### src/rtl/trans_pkg.sv
// Shared definitions for the transition-counter bank: edge-mode encodings,
// measurement FSM states and a constant-function log2 used for sizing checks.
package trans_pkg;

   localparam logic [1:0] MODE_BOTH = 2'b00;
   localparam logic [1:0] MODE_RISE = 2'b01;
   localparam logic [1:0] MODE_FALL = 2'b10;
   localparam logic [1:0] MODE_HOLD = 2'b11;

   typedef enum logic [1:0] {
      ST_IDLE = 2'b00,
      ST_RUN  = 2'b01,
      ST_DONE = 2'b10
   } state_t;

   // Smallest r such that 2**r >= value; 0 for value <= 1.
   function automatic int clog2(input int value);
      int result;
      result = 0;
      while ((longint'(1) << result) < longint'(value)) begin
         result = result + 1;
      end
      return result;
   endfunction

endpackage

### src/rtl/trans_cnt_cell.sv
// One monitored channel: previous-sample register, edge detection against the
// selected mode, and a saturating counter with a sticky saturation flag.
module trans_cnt_cell
   import trans_pkg::*;
#(
   parameter int CW = 32
) (
   input  logic          CLK,
   input  logic          CLR,
   input  logic          sig,
   input  logic [1:0]    mode,
   input  logic          count_en,
   input  logic          clear_all,
   input  logic          clear,
   output logic [CW-1:0] cnt,
   output logic          sat
);

   logic prev;
   logic rise;
   logic fall;
   logic hit;

   assign rise = sig & ~prev;
   assign fall = ~sig & prev;
   assign hit  = count_en &
                 ((rise & ((mode == MODE_BOTH) | (mode == MODE_RISE))) |
                  (fall & ((mode == MODE_BOTH) | (mode == MODE_FALL))));

   always_ff @(posedge CLK or negedge CLR) begin
      if (!CLR) begin
         prev <= 1'b0;
      end else begin
         prev <= sig;
      end
   end

   // A per-channel clear still lets an edge in the same cycle register as 1.
   always_ff @(posedge CLK or negedge CLR) begin
      if (!CLR) begin
         cnt <= '0;
         sat <= 1'b0;
      end else if (clear_all) begin
         cnt <= '0;
         sat <= 1'b0;
      end else if (clear) begin
         cnt <= hit ? CW'(1) : '0;
         sat <= 1'b0;
      end else if (hit) begin
         if (&cnt) begin
            sat <= 1'b1;
         end else begin
            cnt <= cnt + CW'(1);
         end
      end
   end

endmodule

### src/rtl/trans_cnt_bank.sv
// Bank of NCH transition counters with a measurement-window FSM and a
// registered one-channel-per-cycle read port with optional read-and-clear.
module trans_cnt_bank
   import trans_pkg::*;
#(
   parameter int NCH = 8,
   parameter int CW  = 32,
   parameter int AW  = 3,
   parameter int WIN = 1000
) (
   input  logic           CLK,
   input  logic           CLR,
   input  logic [NCH-1:0] sig,
   input  logic [1:0]     mode,
   input  logic           start,
   input  logic           stop,
   input  logic           rd_req,
   input  logic [AW-1:0]  rd_dir,
   input  logic           rd_clr,
   output logic           rd_valid,
   output logic [CW-1:0]  rd_dato,
   output logic           rd_err,
   output logic [NCH-1:0] sat,
   output logic           busy,
   output logic           done
);

   localparam int WCW = (WIN > 1) ? clog2(WIN) : 1;
   localparam logic [WCW-1:0] WIN_LAST = WCW'((WIN > 0) ? WIN - 1 : 0);

   if (AW < clog2(NCH)) begin : g_aw_check
      $error("trans_cnt_bank: AW too small to address NCH channels");
   end

   state_t         state;
   state_t         state_nxt;
   logic           armed;
   logic           armed_nxt;
   logic [WCW-1:0] win_cnt;
   logic [WCW-1:0] win_nxt;
   logic           count_en;
   logic           in_range;
   logic [CW-1:0]  rd_sel;
   logic [CW-1:0]  cnt_arr [NCH];

   always_ff @(posedge CLK or negedge CLR) begin
      if (!CLR) begin
         state   <= ST_IDLE;
         armed   <= 1'b0;
         win_cnt <= '0;
      end else begin
         state   <= state_nxt;
         armed   <= armed_nxt;
         win_cnt <= win_nxt;
      end
   end

   // Start from any state reopens the window; it beats a coincident stop.
   always_comb begin
      state_nxt = state;
      armed_nxt = armed;
      win_nxt   = win_cnt;
      if (start) begin
         state_nxt = ST_RUN;
         armed_nxt = 1'b0;
         win_nxt   = '0;
      end else begin
         unique case (state)
            ST_IDLE: begin
               state_nxt = ST_IDLE;
            end
            ST_RUN: begin
               armed_nxt = 1'b1;
               if (stop || ((WIN != 0) && (win_cnt == WIN_LAST))) begin
                  state_nxt = ST_DONE;
               end else if (WIN != 0) begin
                  win_nxt = win_cnt + WCW'(1);
               end
            end
            ST_DONE: begin
               state_nxt = ST_DONE;
            end
            default: begin
               state_nxt = ST_IDLE;
            end
         endcase
      end
   end

   assign busy     = (state == ST_RUN);
   assign done     = (state == ST_DONE);
   assign count_en = (state == ST_RUN) && armed && (mode != MODE_HOLD) && !start;
   assign in_range = (32'(rd_dir) < NCH);

   for (genvar i = 0; i < NCH; i++) begin : g_cell
      trans_cnt_cell #(
         .CW(CW)
      ) u_cell (
         .CLK       (CLK),
         .CLR       (CLR),
         .sig       (sig[i]),
         .mode      (mode),
         .count_en  (count_en),
         .clear_all (start),
         .clear     (rd_req && rd_clr && in_range && (32'(rd_dir) == i)),
         .cnt       (cnt_arr[i]),
         .sat       (sat[i])
      );
   end

   always_comb begin
      rd_sel = '0;
      for (int i = 0; i < NCH; i++) begin
         if (32'(rd_dir) == i) begin
            rd_sel = cnt_arr[i];
         end
      end
   end

   // The read captures the counter before this cycle's increment or clear lands.
   always_ff @(posedge CLK or negedge CLR) begin
      if (!CLR) begin
         rd_valid <= 1'b0;
         rd_err   <= 1'b0;
         rd_dato  <= '0;
      end else begin
         rd_valid <= rd_req;
         rd_err   <= rd_req && !in_range;
         if (rd_req) begin
            rd_dato <= in_range ? rd_sel : '0;
         end
      end
   end

endmodule

### config.mk
export PLATFORM = sky130hd
export DESIGN_NAME = trans_cnt_bank
export DESIGN_NICKNAME = d
export VERILOG_FILES = /design/src/rtl/trans_pkg.sv /design/src/rtl/trans_cnt_cell.sv /design/src/rtl/trans_cnt_bank.sv
export SDC_FILE = /design/constraint.sdc
export NUM_CORES = 1
export LEC_CHECK = 0
export BUFFER_PORTS_ARGS = -buffer_cell sky130_fd_sc_hd__buf_2
export CORE_MARGIN = 4
export CORE_UTILIZATION = 34
export DETAILED_ROUTE_END_ITERATION = 10
export GPL_TIMING_DRIVEN = 0
export PLACE_DENSITY_LB_ADDON = 0.05
export SLEW_MARGIN = 20
export SYNTH_ARGS = -nofsm -noshare
export SYNTH_HDL_FRONTEND = slang
export SYNTH_SLANG_ARGS = --single-unit
### constraint.sdc
create_clock -name CLK -period 3.2 [get_ports CLK]
set_clock_uncertainty 0.15 [all_clocks]
set_input_delay 0.48 -clock CLK [delete_from_list [all_inputs] [get_ports CLK]]
set_output_delay 0.48 -clock CLK [all_outputs]
set_load 0.1 [all_outputs]
== Yosys cells after proc, flatten, opt, wreduce, memory -nomap -nowiden ==
Cells that the tools add are included.

* Flip-flop bits (word level): 318
* Bits in latches: 0
* Memory bits (writable): 0
* ROM bits: 0
* Bits of input ports: 19
* Output and inout bits: 44
* Logic and storage cells: 273
* Memories kept: 0

* Add/sub/neg operators: 9
* $mul: 0
* Div/mod/pow operators: 0
* Magnitude comparators: 0
* Equality and inequality tests: 23
* Shift operators: 0
* Mux-type cells: 88
* Bitwise operators: 66
* Reductions and logical operators: 58

{| class="wikitable"
|+ Operators with widths
! operator !! count
|-
| two-way mux 32 bit || 40
|-
| adder 32 x 1 -> 32 bit (second input constant) || 8
|-
| AND reduction 32 bit || 8
|-
| nonzero test 3 bit || 16
|-
| two-way mux 1 bit || 42
|-
| AND 1 bit || 40
|-
| AND reduction 2 bit || 17
|-
| two-way mux 10 bit || 3
|-
| != test 3 x 2 -> 1 bit (second input constant) || 9
|-
| inverter 1 bit || 16
|-
| equality test 3 bit (second input constant) || 4
|-
| logical AND 1 bit || 12
|-
| adder 10 x 1 -> 10 bit (second input constant) || 1
|-
| equality test 10 bit (second input constant) || 1
|-
| bitwise OR 1 bit || 10
|-
| equality test 3 x 2 -> 1 bit (second input constant) || 2
|-
| equality test 2 x 1 -> 1 bit (second input constant) || 2
|-
| equality test 2 bit (second input constant) || 2
|-
| two-way mux 2 bit || 2
|-
| != test 2 bit (second input constant) || 2
|-
| one-hot mux 2 bit (2 select lines) || 1
|-
| equality test 3 x 1 -> 1 bit (second input constant) || 1
|-
| logical NOT 3 bit || 1
|-
| logical NOT 2 bit || 1
|-
| 3 further kinds || 3
|}

== Longest topological paths before layout ==
* Depth in word-level cells: 9
* Mapped depth: 10
* Depth with buffers taken out: 7

== By module ==
From an unflattened synthesis, not the netlist that was laid out.

* Cell total of the unflattened synthesis: 2232
* Area, all modules: 19693.9 um2

{| class="wikitable"
|+ By module, submodules not included
! module !! times used !! cells each !! area an instance (um2) !! sequential area each (um2)
|-
| trans_cnt_cell at g_cell[0].u_cell ... || 7 || 208 || 1896.8 || 850.8
|-
| trans_cnt_bank || 1 || 561 || 4411.7 || 1151.1
|-
| trans_cnt_cell at g_cell[7].u_cell || 1 || 215 || 2004.4 || 850.8
|}

== Least setup slack after synthesis ==
No wires, ideal clock.

* Path kind: flip-flop to flip-flop
* From: register state[1]
* To: register g_cell[6].u_cell.cnt[24]
* Library setup time: 0.078 ns
* Data arrival time: 3.057 ns
* Data required time: 2.972 ns
* Setup slack: -0.086 ns
* Cell stages (with the launch flop): 9
* Buffers on the path: 1
* Period minus slack after synthesis: 3.286 ns
* Path through: dfrtp_1 inv_1 ha_1 and3b_2 buf_6 o211ai_1 or4_4 or4_1 a21oi_1

* Word-level cells in the longest chain between the ends: 7

{| class="wikitable"
|+ Ends and longest elaborated chain
! what !! RTL line !! text
|-
| start, declared || trans_cnt_bank.sv:35 || <nowiki>state_t state;</nowiki>
|-
| start signal, assigned || trans_cnt_bank.sv:52 || <nowiki>state <= state_nxt;</nowiki>
|-
| equality test 2 x 1 -> 1 bit || - ||
|-
| via busy || trans_cnt_bank.sv:24 || <nowiki>output logic busy,</nowiki>
|-
| logical AND 1 bit (3 in series) || trans_cnt_bank.sv:92 || <nowiki>assign count_en = (state == ST_RUN) && armed && (mode != MODE_HOLD) && !start;</nowiki>
|-
| AND 1 bit || trans_cnt_cell.sv:26 || <nowiki>assign hit = count_en &</nowiki>
|-
| nonzero test 3 bit (no source line) || - ||
|-
| AND reduction 2 bit (no source line) || - ||
|-
| end signal, assigned || trans_cnt_cell.sv:47 || <nowiki>cnt <= hit ? CW'(1) : '0;</nowiki>
|-
| end signal, assigned || trans_cnt_cell.sv:53 || <nowiki>cnt <= cnt + CW'(1);</nowiki>
|-
| end, declared || trans_cnt_cell.sv:15 || <nowiki>output logic [CW-1:0] cnt,</nowiki>
|}

The timed path passes the listed nets, and every way through them passes these cells.
A chain may end at the register's enable or synchronous reset.

== Worst setup path in the final report ==
* From: input rd_req
* To: register g_cell[2].u_cell.cnt[25]

* Word-level cells in the longest chain between the ends: 4
* Elaborated cells between the ends (all ways): 7
* Classes of those cells: eq/ne: 1; mux: 2; reduce/logical: 4

{| class="wikitable"
|+ Ends and longest elaborated chain
! what !! RTL line !! text
|-
| start, declared || trans_cnt_bank.sv:17 || <nowiki>input logic rd_req,</nowiki>
|-
| logical AND 1 bit (*) (2 in series) || trans_cnt_bank.sv:105 || <nowiki>.clear (rd_req && rd_clr && in_range && (32'(rd_dir) == i)),</nowiki>
|-
| != test 3 x 2 -> 1 bit (no source line) (tied with other cells) || - ||
|-
| AND reduction 2 bit (no source line) / two-way mux 32 bit (equally long branches) || - ||
|-
| end signal, assigned || trans_cnt_cell.sv:47 ||
|-
| end signal, assigned || trans_cnt_cell.sv:53 ||
|-
| end, declared || trans_cnt_cell.sv:15 ||
|}

Mark *: on every way between the ends. The rest lies on a longest branch, timed or not.

==> impl_metrics.py <==
metrics = {
    "placement": {
        "dp_slack_ns": -0.964,
        "port_buffers": 59,
        "gp_congestion": 0.936,
        "place_hpwl_mm": 63.7,
        "dp_cells": 3128,
    },
    "global_route": {
        "gr-total-overflow": 0,
        "antenna_found_initial": 0,
        "grt_pass1_vias": 19100,
        "track_usage": 0.257,
        "grt_start_max_net_pins": 89,
        "grt_pass1_wl_mm": 126,
    },
    "detailed_routing": {
        "num_vias": 20300,
        "drt_iter0_drc": 1953,
        "routedWlPerCell_um": 26.1,
        "ant_nets": 0,
        "firstDrtPassIters": 6,
        "drcViolationCount": 0,
        "drt_wl_total_mm": 83.9,
        "vias_per_cell": 6.32,
    },
    "die": {
        "start_util": 0.346,
        "die-area_sq_mm": 0.0630,
        "rows": 88,
        "io_pins": 63,
        "core-area_sq_mm": 0.0580,
        "die_h_um": 251,
        "die_w_um": 251,
    },
    "timing": {
        "maxSlewViolCount": 0,
        "timing.slew.headroom": 0.228,
        "finalWorstSetupSlack_ns": 0.119,
        "fin_crit_sh": 0.963,
        "setup_violations": 0,
        "max_freq_ghz": 0.325,
        "hold_viol_final": 0,
        "rsz0062_at_grt": "no",
        "holdWs_ns": 0.172,
        "finalCriticalPeriod_ns": 3.08,
        "worstMarginPinSlew_ns": 1.15,
    },
    "worst_setup_path": {
        "worst_ep_arrival_time_ns": 3.40,
        "crit_path_max_incr_delay_ns": 0.54,
        "start_kind": "input pin",
        "cp-end-kind": "flip-flop",
        "worstPathRequired_ns": 3.52,
        "reg2reg_depth": 9,
        "cp_cell_sequence": "dlygate4sd3_1, buf_2, and3b_1, clkbuf_2, a21oi_1, clkbuf_1, nand3_1, o31ai_1",
        "crit_fanout": 10,
        "crit_type": "input pin to flip-flop",
        "slowest_stage": "dlygate4sd3_1",
    },
    "yosys": {
        "synthTopCellsByArea": "dfrtp_1 (40%), a21oi_1 (6.6%), or4_1 (5.1%)",
        "synthArstFlopShare": 1.00,
        "seq_area_frac_synth": 0.396,
        "ys_seq_elements": 318,
        "synth_top_area_frac": 0.396,
        "ys_warn_count": 0,
        "syn_area_sq_mm": 0.0201,
        "synth_edf_count": 0,
        "ys_types": 88,
        "synth_ff_type": "dfrtp_1",
        "synth_nets": 2330,
        "yosysTopAreaCell": "dfrtp_1",
        "syn_area_per_cell_sq_um": 8.73,
        "syn_inst": 2300,
    },
    "clock_network": {
        "cts_tree": "done",
        "cts.clk_slew.worst_paths_ns": 0.06,
        "cts_root_buffer": "clkbuf_16",
        "cts-buffers-inserted": 43,
        "h-tree-depth": 2,
        "clockBufferDepth": 3,
        "clock-sinks": 318,
        "clock_latency_ns": 0.57,
    },
    "status": {
        "status": "complete, no violations",
    },
    "power": {
        "fin_total_pwr_mw": 10.3,
        "leakagePower_nw": 8.76,
        "power_density_mw_per_mm2": 447,
        "ir_drop_v": 0.000350,
    },
    "worst_hold_path": {
        "hp-class": "input pin to flip-flop",
        "holdPathStages": 5,
    },
    "finish": {
        "final_common_cell": "dfrtp_1",
        "fin_util": 0.396,
        "final_nets": 2448,
        "most-common-layout-cells": "dfrtp_1 (318), a21oi_1 (266), nand2_1 (176)",
        "drive_gt1_frac": 0.0932,
        "area_growth_pct": 14.6,
        "layout.cells.non_filler": 3214,
    },
    "job": {
        "maxCapViolations": 0,
    },
}
[registers in the layout, indices dropped and copies added (netlist names)]
signal and cells:
g_cell.u_cell.sat 8, state 2, g_cell.u_cell.prev 8, g_cell.u_cell.cnt 256, rd_dato 32, win_cnt 10
rd_valid 1, armed 1
[stage by stage]
stage / TNS, ns / instance area [sq um]
floorplan: 0 / 20100
global placement: -1779.50 / 21300
detailed placement: -51.91 / 21500
CTS: 0 / 23000
global route: 0 / 23000
finish: 0 / 23000
[synth_stat cells, types with 8 or more instances]
master	instances
nand3_1	118
nor2b_1	8
nand2b_1	41
buf_2	32
o221ai_1	27
xnor2_1	12
a22oi_1	8
nor3b_1	19
nor2_1	95
o21bai_1	8
o31ai_1	129
inv_1	68
a31oi_1	16
nor4_1	26
or3_1	41
a41oi_1	8
ha_1	11
mux2i_1	47
or4_1	136
and4_1	44
o21a_1	12
nand2_1	176
o21ai_0	95
clkbuf_1	103
o41ai_1	9
o2111ai_1	10
buf_1	14
a31o_2	9
and3_1	55
nand4_1	86
o32ai_1	26
buf_4	15
nor3_1	19
o211ai_1	24
and2_1	21
a221oi_1	23
dfrtp_1	318
nand4b_1	9
a21oi_1	266
[logic make-up (layout without fill, tap and decap cells)]
logic type | after synthesis | in the layout | synth area share
compound gates | 736 | 736 | 0.242
xor+xnor | 19 | 19 | 0.00829
fa+ha+maj | 11 | 11 | 0.00685
other cells | 1 | 3 | 0.000187
mux | 52 | 52 | 0.0268
simple gates | 928 | 928 | 0.271
buf+inv | 235 | 382 | 0.0495
flops | 318 | 318 | 0.396
[timing repair]
action,in CTS,in global routing
hold buffers,10,0
setup endpoints to repair,30,69
endpoints found under the hold margin,183,0
setup buffers,0,1
pin swaps,0,1
gates resized for setup,2,14
[report_power, final]
group | switching (mW) | internal [mW] | leakage (nW) | total (mW)
registers | 0.113 | 4.10 | 4.37 | 4.21
logic | 0.941 | 0.245 | 3.70 | 1.19
clock network | 1.94 | 2.95 | 0.695 | 4.88
[area by class of cell]
| class | instances | area [sq um] |
|---|---|---|
| antenna | 2 | 5.00 |
| clock inverter | 9 | 98.8 |
| buffer | 165 | 737 |
| clock buffer | 65 | 1300 |
| tap | 765 | 957 |
| inverter | 69 | 259 |
| sequential | 318 | 7960 |
| fill | 5920 | 35000 |
| timing repair buffer | 74 | 523 |
| multi-input combinational | 1747 | 11200 |
[critical path, delay by kind of cell]
family	cells	cell delay, ns
buffers and inverters	4	1.49
AO/OA/AOI/OAI	2	0.72
AND/OR/NAND/NOR	2	0.71
[metal layers]
layer  up-vias  track usage  part of all wire
met2       745        0.411              0.46
met3       147       0.0386             0.062
met4         0       0.0881             0.037
met5         -            0                 0
li1       9235            -                 -
met1     10200        0.359              0.44
[path summary, 6_finish.rpt]
| check | slack, ns | start | to |
|---|---|---|---|
| min | 0.17 | stop | win_cnt[4] |
| max reg2reg | 0.19 | state[1] | g_cell[3].u_cell.cnt[23] |
| max in group asynchronous | 1.62 | CLR | g_cell[7].u_cell.cnt[23] |
| min in group asynchronous | 0.18 | CLR | g_cell[5].u_cell.cnt[22] |
| min reg2reg | 0.32 | g_cell[2].u_cell.sat | g_cell[2].u_cell.sat |
| max | 0.12 | rd_req | g_cell[2].u_cell.cnt[25] |
No activity file was read; power rests on OpenSTA's default activity.
